**config.mk**
```make
export PLATFORM = sky130hd
export DESIGN_NAME = display_buffer_arbiter_flat
export DESIGN_NICKNAME = d
export VERILOG_FILES = /design/src/rtl/display_buffer_arbiter_if.sv /design/src/rtl/display_buffer_arbiter.sv /design/src/flat_wrapper.sv
export SDC_FILE = /design/constraint.sdc
export NUM_CORES = 1
export LEC_CHECK = 0
export ABC_CLOCK_PERIOD_IN_PS = 1930
export CORE_ASPECT_RATIO = 1.4
export CORE_MARGIN = 2
export CORE_UTILIZATION = 30
export CTS_BUF_LIST = sky130_fd_sc_hd__clkbuf_8 sky130_fd_sc_hd__clkbuf_16
export CTS_CLUSTER_DIAMETER = 80
export DETAILED_ROUTE_END_ITERATION = 8
export PLACE_DENSITY = 0.59
export SYNTH_ARGS = -nofsm -noshare
export SYNTH_HDL_FRONTEND = slang
export SYNTH_SLANG_ARGS = --single-unit
```
**constraint.sdc**
```tcl
create_clock -name clk_clk -period 1.93 [get_ports clk_clk]
set_input_delay 0.386 -clock clk_clk [delete_from_list [all_inputs] [get_ports clk_clk]]
set_output_delay 0.386 -clock clk_clk [all_outputs]
set_load 0.01 [all_outputs]
```
**src/rtl/display_buffer_arbiter_if.sv**
```systemverilog
// Signal bundle between the display buffer arbiter and its surroundings:
// PIO exports, LED scan reader, display RAM port and status flags.
interface display_buffer_arbiter_if #(
   parameter int ADDR_W = 11,
   parameter int DATA_W = 24
);
   logic [ADDR_W-1:0] pio_addr;
   logic [DATA_W-1:0] pio_data;
   logic [7:0]        pio_ctrl;
   logic              scan_req;
   logic [ADDR_W-1:0] scan_addr;
   logic              frame_start;
   logic              scan_ack;
   logic              scan_valid;
   logic [DATA_W-1:0] scan_data;
   logic [ADDR_W:0]   ram_addr;
   logic              ram_we;
   logic [DATA_W-1:0] ram_wdata;
   logic [DATA_W-1:0] ram_rdata;
   logic              front_bank;
   logic              wr_pending;
   logic              swap_pending;
   logic              overflow;

   modport slave (
      input  pio_addr, pio_data, pio_ctrl, scan_req, scan_addr, frame_start, ram_rdata,
      output scan_ack, scan_valid, scan_data, ram_addr, ram_we, ram_wdata,
             front_bank, wr_pending, swap_pending, overflow
   );

   modport master (
      output pio_addr, pio_data, pio_ctrl, scan_req, scan_addr, frame_start, ram_rdata,
      input  scan_ack, scan_valid, scan_data, ram_addr, ram_we, ram_wdata,
             front_bank, wr_pending, swap_pending, overflow
   );
endinterface

```
**src/rtl/display_buffer_arbiter.sv**
```systemverilog
// Arbitrates one single-port double-banked display RAM between CPU PIO writes
// (back bank) and LED scan reads (front bank), with frame-aligned bank swaps.
module display_buffer_arbiter #(
   parameter int ADDR_W   = 11,
   parameter int DATA_W   = 24,
   parameter int MAX_WAIT = 8
) (
   input  logic                    clk_clk,
   input  logic                    reset_reset_n,
   display_buffer_arbiter_if.slave bus
);
   localparam int WAIT_W = $clog2(MAX_WAIT + 1);

   logic              primed_reg;
   logic [1:0]        prev_ctrl_reg;
   logic [1:0]        ctrl_evt;
   logic [ADDR_W-1:0] held_addr_reg;
   logic [DATA_W-1:0] held_data_reg;
   logic              wr_pending_reg;
   logic [WAIT_W-1:0] wait_cnt_reg;
   logic              swap_pending_reg;
   logic              front_bank_reg;
   logic              overflow_reg;
   logic [ADDR_W:0]   ram_addr_reg;
   logic              ram_we_reg;
   logic [DATA_W-1:0] ram_wdata_reg;
   logic              scan_ack_reg;
   logic              scan_valid_reg;

   logic write_evt;
   logic swap_evt;
   logic grant_wr;
   logic grant_rd;
   logic accept_wr;
   logic do_swap;

   // Each ctrl bit is a toggle: any edge on it is one event once primed.
   genvar gi;
   generate
      for (gi = 0; gi < 2; gi++) begin : g_toggle
         assign ctrl_evt[gi] = primed_reg & (bus.pio_ctrl[gi] ^ prev_ctrl_reg[gi]);
      end
   endgenerate

   assign write_evt = ctrl_evt[0];
   assign swap_evt  = ctrl_evt[1];

   // A starved write wins outright once it has lost MAX_WAIT times.
   assign grant_wr  = wr_pending_reg & ((wait_cnt_reg == WAIT_W'(MAX_WAIT)) | ~bus.scan_req);
   assign grant_rd  = bus.scan_req & ~grant_wr;
   assign accept_wr = write_evt & (~wr_pending_reg | grant_wr);
   // Swap waits while a write is pending so it lands in the old back bank.
   assign do_swap   = bus.frame_start & swap_pending_reg & ~wr_pending_reg;

   always_ff @(posedge clk_clk or negedge reset_reset_n) begin
      if (!reset_reset_n) begin
         primed_reg       <= 1'b0;
         prev_ctrl_reg    <= 2'b00;
         held_addr_reg    <= '0;
         held_data_reg    <= '0;
         wr_pending_reg   <= 1'b0;
         wait_cnt_reg     <= '0;
         swap_pending_reg <= 1'b0;
         front_bank_reg   <= 1'b0;
         overflow_reg     <= 1'b0;
         ram_addr_reg     <= '0;
         ram_we_reg       <= 1'b0;
         ram_wdata_reg    <= '0;
         scan_ack_reg     <= 1'b0;
         scan_valid_reg   <= 1'b0;
      end else begin
         primed_reg     <= 1'b1;
         prev_ctrl_reg  <= bus.pio_ctrl[1:0];
         ram_we_reg     <= 1'b0;
         scan_ack_reg   <= grant_rd;
         scan_valid_reg <= scan_ack_reg;

         if (grant_wr) begin
            ram_we_reg    <= 1'b1;
            ram_addr_reg  <= {~front_bank_reg, held_addr_reg};
            ram_wdata_reg <= held_data_reg;
            wait_cnt_reg  <= '0;
         end else if (grant_rd) begin
            ram_addr_reg  <= {front_bank_reg, bus.scan_addr};
         end

         if (wr_pending_reg && !grant_wr) begin
            wait_cnt_reg <= wait_cnt_reg + WAIT_W'(1);
         end

         if (accept_wr) begin
            held_addr_reg  <= bus.pio_addr;
            held_data_reg  <= bus.pio_data;
            wr_pending_reg <= 1'b1;
         end else if (grant_wr) begin
            wr_pending_reg <= 1'b0;
         end

         if (write_evt && !accept_wr) begin
            overflow_reg <= 1'b1;
         end

         // A swap event arriving on the executing frame is absorbed.
         if (do_swap) begin
            front_bank_reg   <= ~front_bank_reg;
            swap_pending_reg <= 1'b0;
         end else if (swap_evt) begin
            swap_pending_reg <= 1'b1;
         end
      end
   end

   assign bus.ram_addr     = ram_addr_reg;
   assign bus.ram_we       = ram_we_reg;
   assign bus.ram_wdata    = ram_wdata_reg;
   assign bus.scan_ack     = scan_ack_reg;
   assign bus.scan_valid   = scan_valid_reg;
   // RAM output is only meaningful in the data cycle of a granted read.
   assign bus.scan_data    = scan_valid_reg ? bus.ram_rdata : '0;
   assign bus.front_bank   = front_bank_reg;
   assign bus.wr_pending   = wr_pending_reg;
   assign bus.swap_pending = swap_pending_reg;
   assign bus.overflow     = overflow_reg;
endmodule

```
**src/flat_wrapper.sv**
```systemverilog
// flat-port wrapper written by rule: the top's interface ports become plain ports
module display_buffer_arbiter_flat 
#(
   parameter int ADDR_W   = 11,
   parameter int DATA_W   = 24,
   parameter int MAX_WAIT = 8
)
  (clk_clk, reset_reset_n, bus_pio_addr, bus_pio_data, bus_pio_ctrl, bus_scan_req, bus_scan_addr, bus_frame_start, bus_ram_rdata, bus_scan_ack, bus_scan_valid, bus_scan_data, bus_ram_addr, bus_ram_we, bus_ram_wdata, bus_front_bank, bus_wr_pending, bus_swap_pending, bus_overflow);
  display_buffer_arbiter_if #(.ADDR_W(ADDR_W), .DATA_W(DATA_W)) bus_i ();
  input  logic clk_clk;
  input  logic reset_reset_n;
  input wire logic [$bits(bus_i.pio_addr)-1:0] bus_pio_addr;
  input wire logic [$bits(bus_i.pio_data)-1:0] bus_pio_data;
  input wire logic [$bits(bus_i.pio_ctrl)-1:0] bus_pio_ctrl;
  input wire logic [$bits(bus_i.scan_req)-1:0] bus_scan_req;
  input wire logic [$bits(bus_i.scan_addr)-1:0] bus_scan_addr;
  input wire logic [$bits(bus_i.frame_start)-1:0] bus_frame_start;
  input wire logic [$bits(bus_i.ram_rdata)-1:0] bus_ram_rdata;
  output wire logic [$bits(bus_i.scan_ack)-1:0] bus_scan_ack;
  output wire logic [$bits(bus_i.scan_valid)-1:0] bus_scan_valid;
  output wire logic [$bits(bus_i.scan_data)-1:0] bus_scan_data;
  output wire logic [$bits(bus_i.ram_addr)-1:0] bus_ram_addr;
  output wire logic [$bits(bus_i.ram_we)-1:0] bus_ram_we;
  output wire logic [$bits(bus_i.ram_wdata)-1:0] bus_ram_wdata;
  output wire logic [$bits(bus_i.front_bank)-1:0] bus_front_bank;
  output wire logic [$bits(bus_i.wr_pending)-1:0] bus_wr_pending;
  output wire logic [$bits(bus_i.swap_pending)-1:0] bus_swap_pending;
  output wire logic [$bits(bus_i.overflow)-1:0] bus_overflow;
  assign bus_i.pio_addr = bus_pio_addr;
  assign bus_i.pio_data = bus_pio_data;
  assign bus_i.pio_ctrl = bus_pio_ctrl;
  assign bus_i.scan_req = bus_scan_req;
  assign bus_i.scan_addr = bus_scan_addr;
  assign bus_i.frame_start = bus_frame_start;
  assign bus_i.ram_rdata = bus_ram_rdata;
  assign bus_scan_ack = bus_i.scan_ack;
  assign bus_scan_valid = bus_i.scan_valid;
  assign bus_scan_data = bus_i.scan_data;
  assign bus_ram_addr = bus_i.ram_addr;
  assign bus_ram_we = bus_i.ram_we;
  assign bus_ram_wdata = bus_i.ram_wdata;
  assign bus_front_bank = bus_i.front_bank;
  assign bus_wr_pending = bus_i.wr_pending;
  assign bus_swap_pending = bus_i.swap_pending;
  assign bus_overflow = bus_i.overflow;
  display_buffer_arbiter #(.ADDR_W(ADDR_W), .DATA_W(DATA_W), .MAX_WAIT(MAX_WAIT)) u_core (.clk_clk(clk_clk), .reset_reset_n(reset_reset_n), .bus(bus_i));
endmodule
```
==> impl_metrics.yaml, run 1 <==
run_status:
  status: "finished clean"
routing:
  routed_wl_microns: 8300
  vias_per_cell: 4.52
  ant_nets: 0
  drc: 0
  drtIter0Drc: 59
  vias: 2468
  wl_per_cell_microns: 15.2
  drt_pass1_iterations: 4
placement:
  place.gp.congestion: 0.745
  post-place-ws_ns: -0.172
  io_buffers: 142
  dpl.hpwl_microns: 5880
  dp_cells: 525
floorplan:
  die_h_microns: 131
  ios: 149
  rows: 46
  core_area_sq_mm: 0.0113
  initial_core_util_pct: 30.5
  die_w_microns: 94.5
  dieArea_sq_mm: 0.0124
sta:
  rsz0062_at_grt: "yes"
  post-route-period-util_pct: 98.0
  slew_violations: 0
  max_slew_margin_pct: 50.2
  tightest_slew_ns: 0.744
  period_needed_ns: 1.89
  max_freq_mhz: 529
  hold_viol: 0
  setup_violations: 0
  holdWs_ns: 0.0237
  clock_skew_ns: 0.00652
  worst_slack_ns: 0.0386
clocking:
  clk_path_buf_depth: 2
  cts_tree: "done"
  cts_sinks: 85
  clock_latency_ns: 0.33
  root_buffer: "clkbuf_16"
  path_clk_slew_ns: 0.06
  cts_buffers: 9
  cts_max_level: 3
yosys:
  synth.most_common_cell: "dfrtp_1"
  synth_top_area_cell: "dfrtp_1"
  yosysUniqueCellTypes: 27
  ys_seq_area_share_pct: 61.8
  ys_warn_count: 0
  synth_fp_nets: 322
  synth_cells: 238
  synthTopCellsByArea: "dfrtp_1, mux2_2, and2_1, a221o_1, xor2_1"
  yosysTopAreaCellShare_pct: 61.8
  synth-edff-count: 0
  post_synth.cell_area_avg_sq_um: 14.5
  synth-main-ff-cell: "dfrtp_1"
  synthArstFlopShare_pct: 100
  ys_seq_elements: 85
  synth_common_cells: "dfrtp_1, mux2_2, and2_1"
  netlist_area_sq_mm: 0.00344
layout:
  layout-drive-gt1-share_pct: 23.1
  antenna-diode-count: 0
  multi_input_area_sq_mm: 0.00123
  area_growth_pct: 61.0
  seq_area_sq_mm: 0.00213
  fin_nets: 481
  nFillCells: 1022
  final_cells: 546
  final_core_util_pct: 49.1
worst_setup_path:
  worstSetupPathType: "reg2reg"
  start_kind: "flip-flop"
  required_ns: 2.14
  cp-end-kind: "flip-flop"
  arrival_ns: 2.10
  cp_max_fo: 20
global_route:
  grt_pass1_vias: 2637
  grtUsageTotal_pct: 13.3
  gr-total-overflow: 0
  antenna_found_initial: 0
  grt_pass1_wl_microns: 12600
  grt_max_degree: 49
power_and_ir_drop:
  ir_drop_mv: 0.652
  p_leak_nw: 2.49
  power.density_mw_per_mm2: 1130
run:
  cap_violations: 0
min_path:
  min_path_type: "in2async"
worst paths after layout:
path / from / to / slack [ns] / cells past startpoint
worst max-delay path: u_core.wait_cnt_reg[1] / u_core.held_data_reg[2] / 0.04 / 7
worst min-delay path: reset_reset_n / u_core.held_addr_reg[0] / 0.02 / 1
worst max register to register: u_core.wait_cnt_reg[1] / u_core.held_data_reg[2] / 0.04 / 7
worst min register to register: u_core.bus.scan_ack / u_core.bus.scan_valid / 0.40 / 0
max in group asynchronous: reset_reset_n / u_core.bus.ram_wdata[10] / 1.28 / 2
min in group clk_clk: u_core.bus.scan_ack / u_core.bus.scan_valid / 0.40 / 0
cells by family (layout without fill, tap and decap cells):
kind of cell / after synthesis / in the layout / synth area share, %
flip-flops: 85 / 85 / 61.8
buffers and inverters: 18 / 182 / 2.91
XOR/XNOR: 5 / 5 / 1.27
other: 1 / 1 / 0.109
adder cells (fa/ha/maj): 2 / 2 / 0.727
AO/OA/AOI/OAI: 20 / 20 / 5.46
AND/OR/NAND/NOR: 47 / 47 / 8.08
multiplexers: 60 / 60 / 19.6
placed cells by master (no fill, tap or decap), types with 5 or more instances in the layout:
cell type,n
clkbuf_16,11
dfrtp_1,85
inv_1,8
a221o_1,12
clkdlybuf4s50_1,126
mux2_2,57
buf_4,11
dlygate4sd2_1,5
and2_1,35
dlymetal6s2s_1,10
timing repair:
item / 4_1_cts / 5_1_grt
buffers inserted: 0 / 3
hold buffers: 0 / 0
gates resized for setup: 7 / 13
cloned: 0 / 2
setup endpoints to repair: 34 / 34
worst max-delay path, stage by stage (launching register included):
cell and delay [ns]:
dfrtp_1 0.36, inv_1 0.07, ha_1 0.18, and3b_1 0.22, o311ai_4 0.25, buf_4 0.17
buf_12 0.16, mux2_2 0.35
power by group:
part	switching, mW	leakage [nW]	internal, mW	total [mW]
Combinational	0.653	1.32	1.23	1.89
Sequential	0.281	1.01	2.31	2.59
Clock	0.658	0.162	1.12	1.77
cell type report:
cell class	count	share of cell area (%)
Clock buffer	9	4.07
Tap cell	144	3.25
Sequential cell	85	38.4
Clock inverter	7	1.49
Inverter	6	0.407
Timing Repair Buffer	160	30.2
Multi-Input combinational cell	135	22.2
layer usage:
layer	up-vias	GRT usage [%]	part of all wire [%]
met1	1214	14.3	37
li1	1144	-	-
met2	103	24.2	53
met3	7	4.19	9.2
met4	0	4.86	1.2
met5	-	0	0
metrics by stage:
step / setup TNS [ns] / area, sq um / power, mW
floorplan: 0 / 3440 / 3.39
global placement: -2.58 / 5120 / 4.47
detailed placement: -3.93 / 5120 / 4.51
CTS: 0 / 5430 / 6.33
global route: -0.439 / 5540 / 6.61
finish: 0 / 5540 / 6.25
No activity file was read; power rests on OpenSTA's default activity.
==> run 2, diff against run 1 <==
--- a/config.mk
+++ b/config.mk
@@ -7,12 +7,12 @@
 export LEC_CHECK = 0
 export ABC_CLOCK_PERIOD_IN_PS = 1930
 export CORE_ASPECT_RATIO = 1.4
-export CORE_MARGIN = 2
 export CORE_UTILIZATION = 30
 export CTS_BUF_LIST = sky130_fd_sc_hd__clkbuf_8 sky130_fd_sc_hd__clkbuf_16
 export CTS_CLUSTER_DIAMETER = 80
 export DETAILED_ROUTE_END_ITERATION = 8
 export PLACE_DENSITY = 0.59
+export SLEW_MARGIN = 5
 export SYNTH_ARGS = -nofsm -noshare
 export SYNTH_HDL_FRONTEND = slang
 export SYNTH_SLANG_ARGS = --single-unit
==> run 2 against run 1 <==
  * Sequential power about the same
  * Worst hold slack gained 0.35 ns
  * Critical path depth unchanged
  * Routed wire length up 5.1%
  * Via count grew 1.3%
  * Count of clock-buffer cells in the layout up 4
  * Flip-flop and latch count stayed put
  * Clock skew fell by 0.0026 ns
  * Die area shrank 3.6%
  * Combinational power up 5%
  * Fmax barely moved
  * Critical endpoint is now u_core.held_data_reg[4]
  * Highest routed layer unchanged
==> impl_metrics.yaml, run 2 (same netlist as run 1, synthesis figures left out) <==
sta:
  clock_skew_ns: 0.00389
  max_slew_margin_pct: 46.9
  max_freq_mhz: 529
  setup_violations: 0
  tightest_slew_ns: 0.793
  post-route-period-util_pct: 98.0
  holdWs_ns: 0.375
  slew_violations: 0
  hold_viol: 0
  period_needed_ns: 1.89
  worst_slack_ns: 0.0392
clocking:
  cts_max_level: 3
  clock_latency_ns: 0.34
  cts_tree: "done"
  root_buffer: "clkbuf_16"
  cts_sinks: 85
  cts_buffers: 9
  clk_path_buf_depth: 2
  path_clk_slew_ns: 0.06
floorplan:
  die_h_microns: 129
  ios: 149
  die_w_microns: 92.5
  dieArea_sq_mm: 0.0119
  initial_core_util_pct: 31.3
  rows: 45
  core_area_sq_mm: 0.0110
routing:
  wl_per_cell_microns: 16.0
  vias_per_cell: 4.58
  drc: 0
  ant_nets: 0
  drtIter0Drc: 74
  drt_pass1_iterations: 6
  routed_wl_microns: 8720
  vias: 2500
worst_setup_path:
  required_ns: 2.15
  arrival_ns: 2.11
  cp-end-kind: "flip-flop"
  crit_buf_inv: 3
  worstSetupPathType: "reg2reg"
  worst_path_max_delay_cell: "dfrtp_1"
  cp_max_fo: 6
  start_kind: "flip-flop"
  cp.depth: 7
  crit_chain: "inv_2 -> ha_4 -> and3b_2 -> o311ai_4 -> buf_12 -> clkbuf_16 -> mux2_2"
  r2r_cells: 7
  critPathMaxStageDelay_ns: 0.38
  crit_family: "buffers and inverters"
global_route:
  grt_pass1_wl_microns: 12800
  grtUsageTotal_pct: 14.3
  grt_pass1_vias: 2553
  antenna_found_initial: 0
  grt_max_degree: 42
  gr-total-overflow: 0
run:
  cap_violations: 0
min_path:
  min_path_type: "reg2reg"
  holdPathStages: 0
layout:
  area_growth_pct: 64.9
  antenna-diode-count: 0
  final_common_cell: "clkdlybuf4s50_1"
  fin_nets: 484
  layout-drive-gt1-share_pct: 24.2
  mostFrequentLayoutCells: "clkdlybuf4s50_1, dfrtp_1, mux2_2"
placement:
  dpl.hpwl_microns: 5770
  place.gp.congestion: 0.678
  io_buffers: 142
  post-place-ws_ns: -0.0967
run_status:
  status: "finished clean"
power_and_ir_drop:
  ir_drop_mv: 0.495
  power.density_mw_per_mm2: 1100
  p_leak_nw: 2.72
==> run 2: cell types whose count changed in the layout (fill, tap and decap cells not counted), moves of 2 or more <==
cell / delta
mux2_2: -12
dlygate4sd2_1: -2
inv_2: +2
bufinv_16: -2
dlymetal6s2s_1: +11
buf_12: +2
clkbuf_8: +4
clkdlybuf4s50_1: -9
clkinv_2: -3
mux2_4: +12
==> run 2: layout make-up <==
class / instances / area (sq um)
Multi-Input combinational cell: 135 / 1290
Fill cell: 978 / 5310
Tap cell: 141 / 176
Inverter: 6 / 22.5
Timing Repair Buffer: 163 / 1770
Sequential cell: 85 / 2130
Clock inverter: 3 / 11.3
Clock buffer: 13 / 280
==> run 2: final timing paths <==
path / from / end / slack [ns]
max reg2reg: u_core.wait_cnt_reg[0] / u_core.held_data_reg[4] / 0.04
min in group asynchronous: reset_reset_n / u_core.bus.swap_pending / 0.48
max: u_core.wait_cnt_reg[0] / u_core.held_data_reg[4] / 0.04
min: u_core.bus.scan_ack / u_core.bus.scan_valid / 0.37
max in group asynchronous: reset_reset_n / u_core.held_data_reg[16] / 0.80
min reg2reg: u_core.bus.scan_ack / u_core.bus.scan_valid / 0.37
==> run 2: metal layers <==
| metal | track usage, % | wire length (microns) |
|---|---|---|
| met5 | 0 | 0 |
| met1 | 16.1 | 3420 |
| met3 | 5.20 | 773 |
| met4 | 6.71 | 150 |
| met2 | 23.8 | 4380 |
==> run 2: per-stage QoR <==
| step | util (%) | area [sq um] | power, mW | std cells | TNS, ns |
|---|---|---|---|---|---|
| after floorplan | - | 3440 | 3.39 | 238 | 0 |
| after global placement | 46.6 | 5110 | 4.45 | 520 | -2.58 |
| after detailed placement | 46.6 | 5110 | 4.51 | 520 | -3.20 |
| after CTS | 49.3 | 5420 | 6.19 | 537 | 0 |
| after global routing | 51.6 | 5670 | 6.58 | 546 | -0.447 |
| final | 51.6 | 5670 | 6.23 | 546 | 0 |
==> run 2: power breakdown <==
group	switching, mW	leakage [nW]	internal (mW)	total [mW]
clock	0.642	0.156	0.998	1.64
combinational	0.688	1.56	1.31	1.99
sequential	0.282	1.01	2.31	2.59
total	1.61	2.72	4.62	6.23
==> run 2: timing repair <==
action	in CTS	in global routing
cloned	0	4
pin swaps	0	2
setup buffers	0	5
hold buffers	1	0
endpoints found under the hold margin	16	0
setup endpoints to repair	23	56
gates resized for setup	4	40
==> run 3, diff against run 2 <==
--- a/config.mk
+++ b/config.mk
@@ -6,12 +6,14 @@
 export NUM_CORES = 1
 export LEC_CHECK = 0
 export ABC_CLOCK_PERIOD_IN_PS = 1930
+export CELL_PAD_IN_SITES_DETAIL_PLACEMENT = 0
+export CELL_PAD_IN_SITES_GLOBAL_PLACEMENT = 2
 export CORE_ASPECT_RATIO = 1.4
-export CORE_UTILIZATION = 30
+export CORE_UTILIZATION = 24
 export CTS_BUF_LIST = sky130_fd_sc_hd__clkbuf_8 sky130_fd_sc_hd__clkbuf_16
 export CTS_CLUSTER_DIAMETER = 80
 export DETAILED_ROUTE_END_ITERATION = 8
-export PLACE_DENSITY = 0.59
+export PLACE_DENSITY = 0.71
 export SLEW_MARGIN = 5
 export SYNTH_ARGS = -nofsm -noshare
 export SYNTH_HDL_FRONTEND = slang
==> run 3 against run 2 <==
  * Count of clock-buffer cells in the layout is 3 lower
  * Largest power group unchanged
  * Cell area grew 1.4%
  * Largest cell class unchanged
  * Sequential power about the same
  * Flip-flop and latch count is the same
  * Via count rose by 0.80%
  * Non-clock buffer count increased by 4
  * Worst hold slack better by 0.0036 ns
  * Clock power up 21%
  * Worst setup slack gained 0.011 ns
==> impl_metrics.yaml, run 3 (same netlist as run 1, synthesis figures left out) <==
run_status:
  status: "finished clean"
routing:
  routed_wl_microns: 8990
  drt_pass1_iterations: 3
  vias: 2520
  drc: 0
  wl_per_cell_microns: 15.1
  drtIter0Drc: 32
  ant_nets: 0
  vias_per_cell: 4.24
worst_setup_path:
  r2r_start: "u_core.wait_cnt_reg[0]"
  cp_max_fo: 7
  crit_chain: "inv_1 -> ha_2 -> and3b_2 -> o311ai_4 -> buf_12 -> buf_12 -> mux2_2"
  r2r_cells: 7
  start_kind: "flip-flop"
  crit_buf_inv: 3
  worstSetupPathType: "reg2reg"
  r2r-end: "u_core.held_data_reg[4]"
  ff2ff_setup_slack_ns: 0.05
  required_ns: 2.14
  arrival_ns: 2.09
  worst_path_max_delay_cell: "dfrtp_1"
  crit_family: "buffers and inverters"
  cp-end-kind: "flip-flop"
  cp_common_cell: "buf_12"
  critPathMaxStageDelay_ns: 0.35
sta:
  hold_viol: 0
  holdWs_ns: 0.378
  worst_slack_ns: 0.0501
  slew_violations: 0
  post-route-period-util_pct: 97.4
  period_needed_ns: 1.88
  tightest_slew_ns: 0.718
  setup_violations: 0
  clock_skew_ns: 0.00616
  max_freq_mhz: 532
  max_slew_margin_pct: 52.0
min_path:
  min_path_type: "reg2reg"
  min_from: "u_core.bus.scan_ack"
  whs_endpoint: "u_core.bus.scan_valid"
  holdPathStages: 0
clocking:
  root_buffer: "clkbuf_16"
  cts_buffers: 9
  cts_sinks: 85
  cts_max_level: 3
  clk_path_buf_depth: 2
  clock_latency_ns: 0.33
  cts_tree: "done"
  path_clk_slew_ns: 0.06
layout:
  fin_nets: 488
  final_common_cell: "clkdlybuf4s50_1"
  final_area_sq_mm: 0.00575
  layout-drive-gt1-share_pct: 24.7
  final_core_util_pct: 41.1
  mostFrequentLayoutCells: "clkdlybuf4s50_1, dfrtp_1, mux2_2"
  area_growth_pct: 67.2
  antenna-diode-count: 0
global_route:
  grt_max_degree: 45
  antenna_found_initial: 0
  grt_pass1_wl_microns: 12900
  grt_pass1_vias: 2512
  grtUsageTotal_pct: 11.7
  gr-total-overflow: 0
placement:
  dpl.hpwl_microns: 6390
  place.gp.congestion: 0.674
  io_buffers: 142
  post-place-ws_ns: -0.197
  dpl-instance-area_sq_mm: 0.00521
floorplan:
  rows: 51
  initial_core_util_pct: 24.6
  die_h_microns: 144
  core_area_sq_mm: 0.0140
  dieArea_sq_mm: 0.0148
  die_w_microns: 103
  ios: 149
power_and_ir_drop:
  power.density_mw_per_mm2: 1140
  ir_drop_mv: 0.556
  finalPower_mw: 6.53
  p_leak_nw: 2.64
run:
  cap_violations: 0
run 3: stage by stage:
| stage | TNS (ns) | cells |
|---|---|---|
| after floorplan | 0 | 238 |
| after global placement | -5.20 | 570 |
| final | 0 | 594 |
| after CTS | 0 | 587 |
| after global routing | -0.0264 | 594 |
| after detailed placement | -4.96 | 570 |
run 3: how the worst max path moves through the flow:
| stage | depth (start not counted) | slack, ns | start | to |
|---|---|---|---|---|
| final | 7 | 0.05 | u_core.wait_cnt_reg[0] | u_core.held_data_reg[4] |
| after global routing | 7 | -0.005 | u_core.wait_cnt_reg[0] | u_core.held_data_reg[8] |
| after CTS | 3 | 0.003 | bus_ram_rdata[5] | bus_scan_data[5] |
| after detailed placement | 5 | -0.20 | bus_scan_req | u_core.held_data_reg[14] |
| after global placement | 5 | -0.19 | bus_scan_req | u_core.held_data_reg[12] |
| after floorplan | 6 | 0.08 | u_core.wait_cnt_reg[0] | u_core.held_addr_reg[3] |
run 3: routing by layer:
layer / vias up / global-route usage (%) / part of all wire, %
met2: 102 / 21.3 / 55
met4: 0 / 4.23 / 1.4
li1: 1168 / - / -
met3: 10 / 3.55 / 7.1
met5: - / 0 / 0
met1: 1240 / 12.6 / 37
run 3: final cells by class:
type | instances | area (sq um)
Clock inverter | 6 | 111
Timing Repair Buffer | 167 | 1780
Sequential cell | 85 | 2130
Inverter | 6 | 22.5
Clock buffer | 10 | 239
Multi-Input combinational cell | 135 | 1230
Fill cell | 1311 | 8220
Tap cell | 185 | 231
run 3: timing repair:
action / CTS / global route
endpoints found under the hold margin: 18 / 0
setup buffers: 0 / 4
cloned: 0 / 3
pin swaps: 0 / 2
setup endpoints to repair: 37 / 54
gates resized for setup: 7 / 28
hold buffers: 1 / 0
run 3: where the power goes:
group	switching [mW]	internal, mW	total (mW)
combinational	0.680	1.27	1.95
clock	0.683	1.30	1.98
sequential	0.287	2.31	2.60
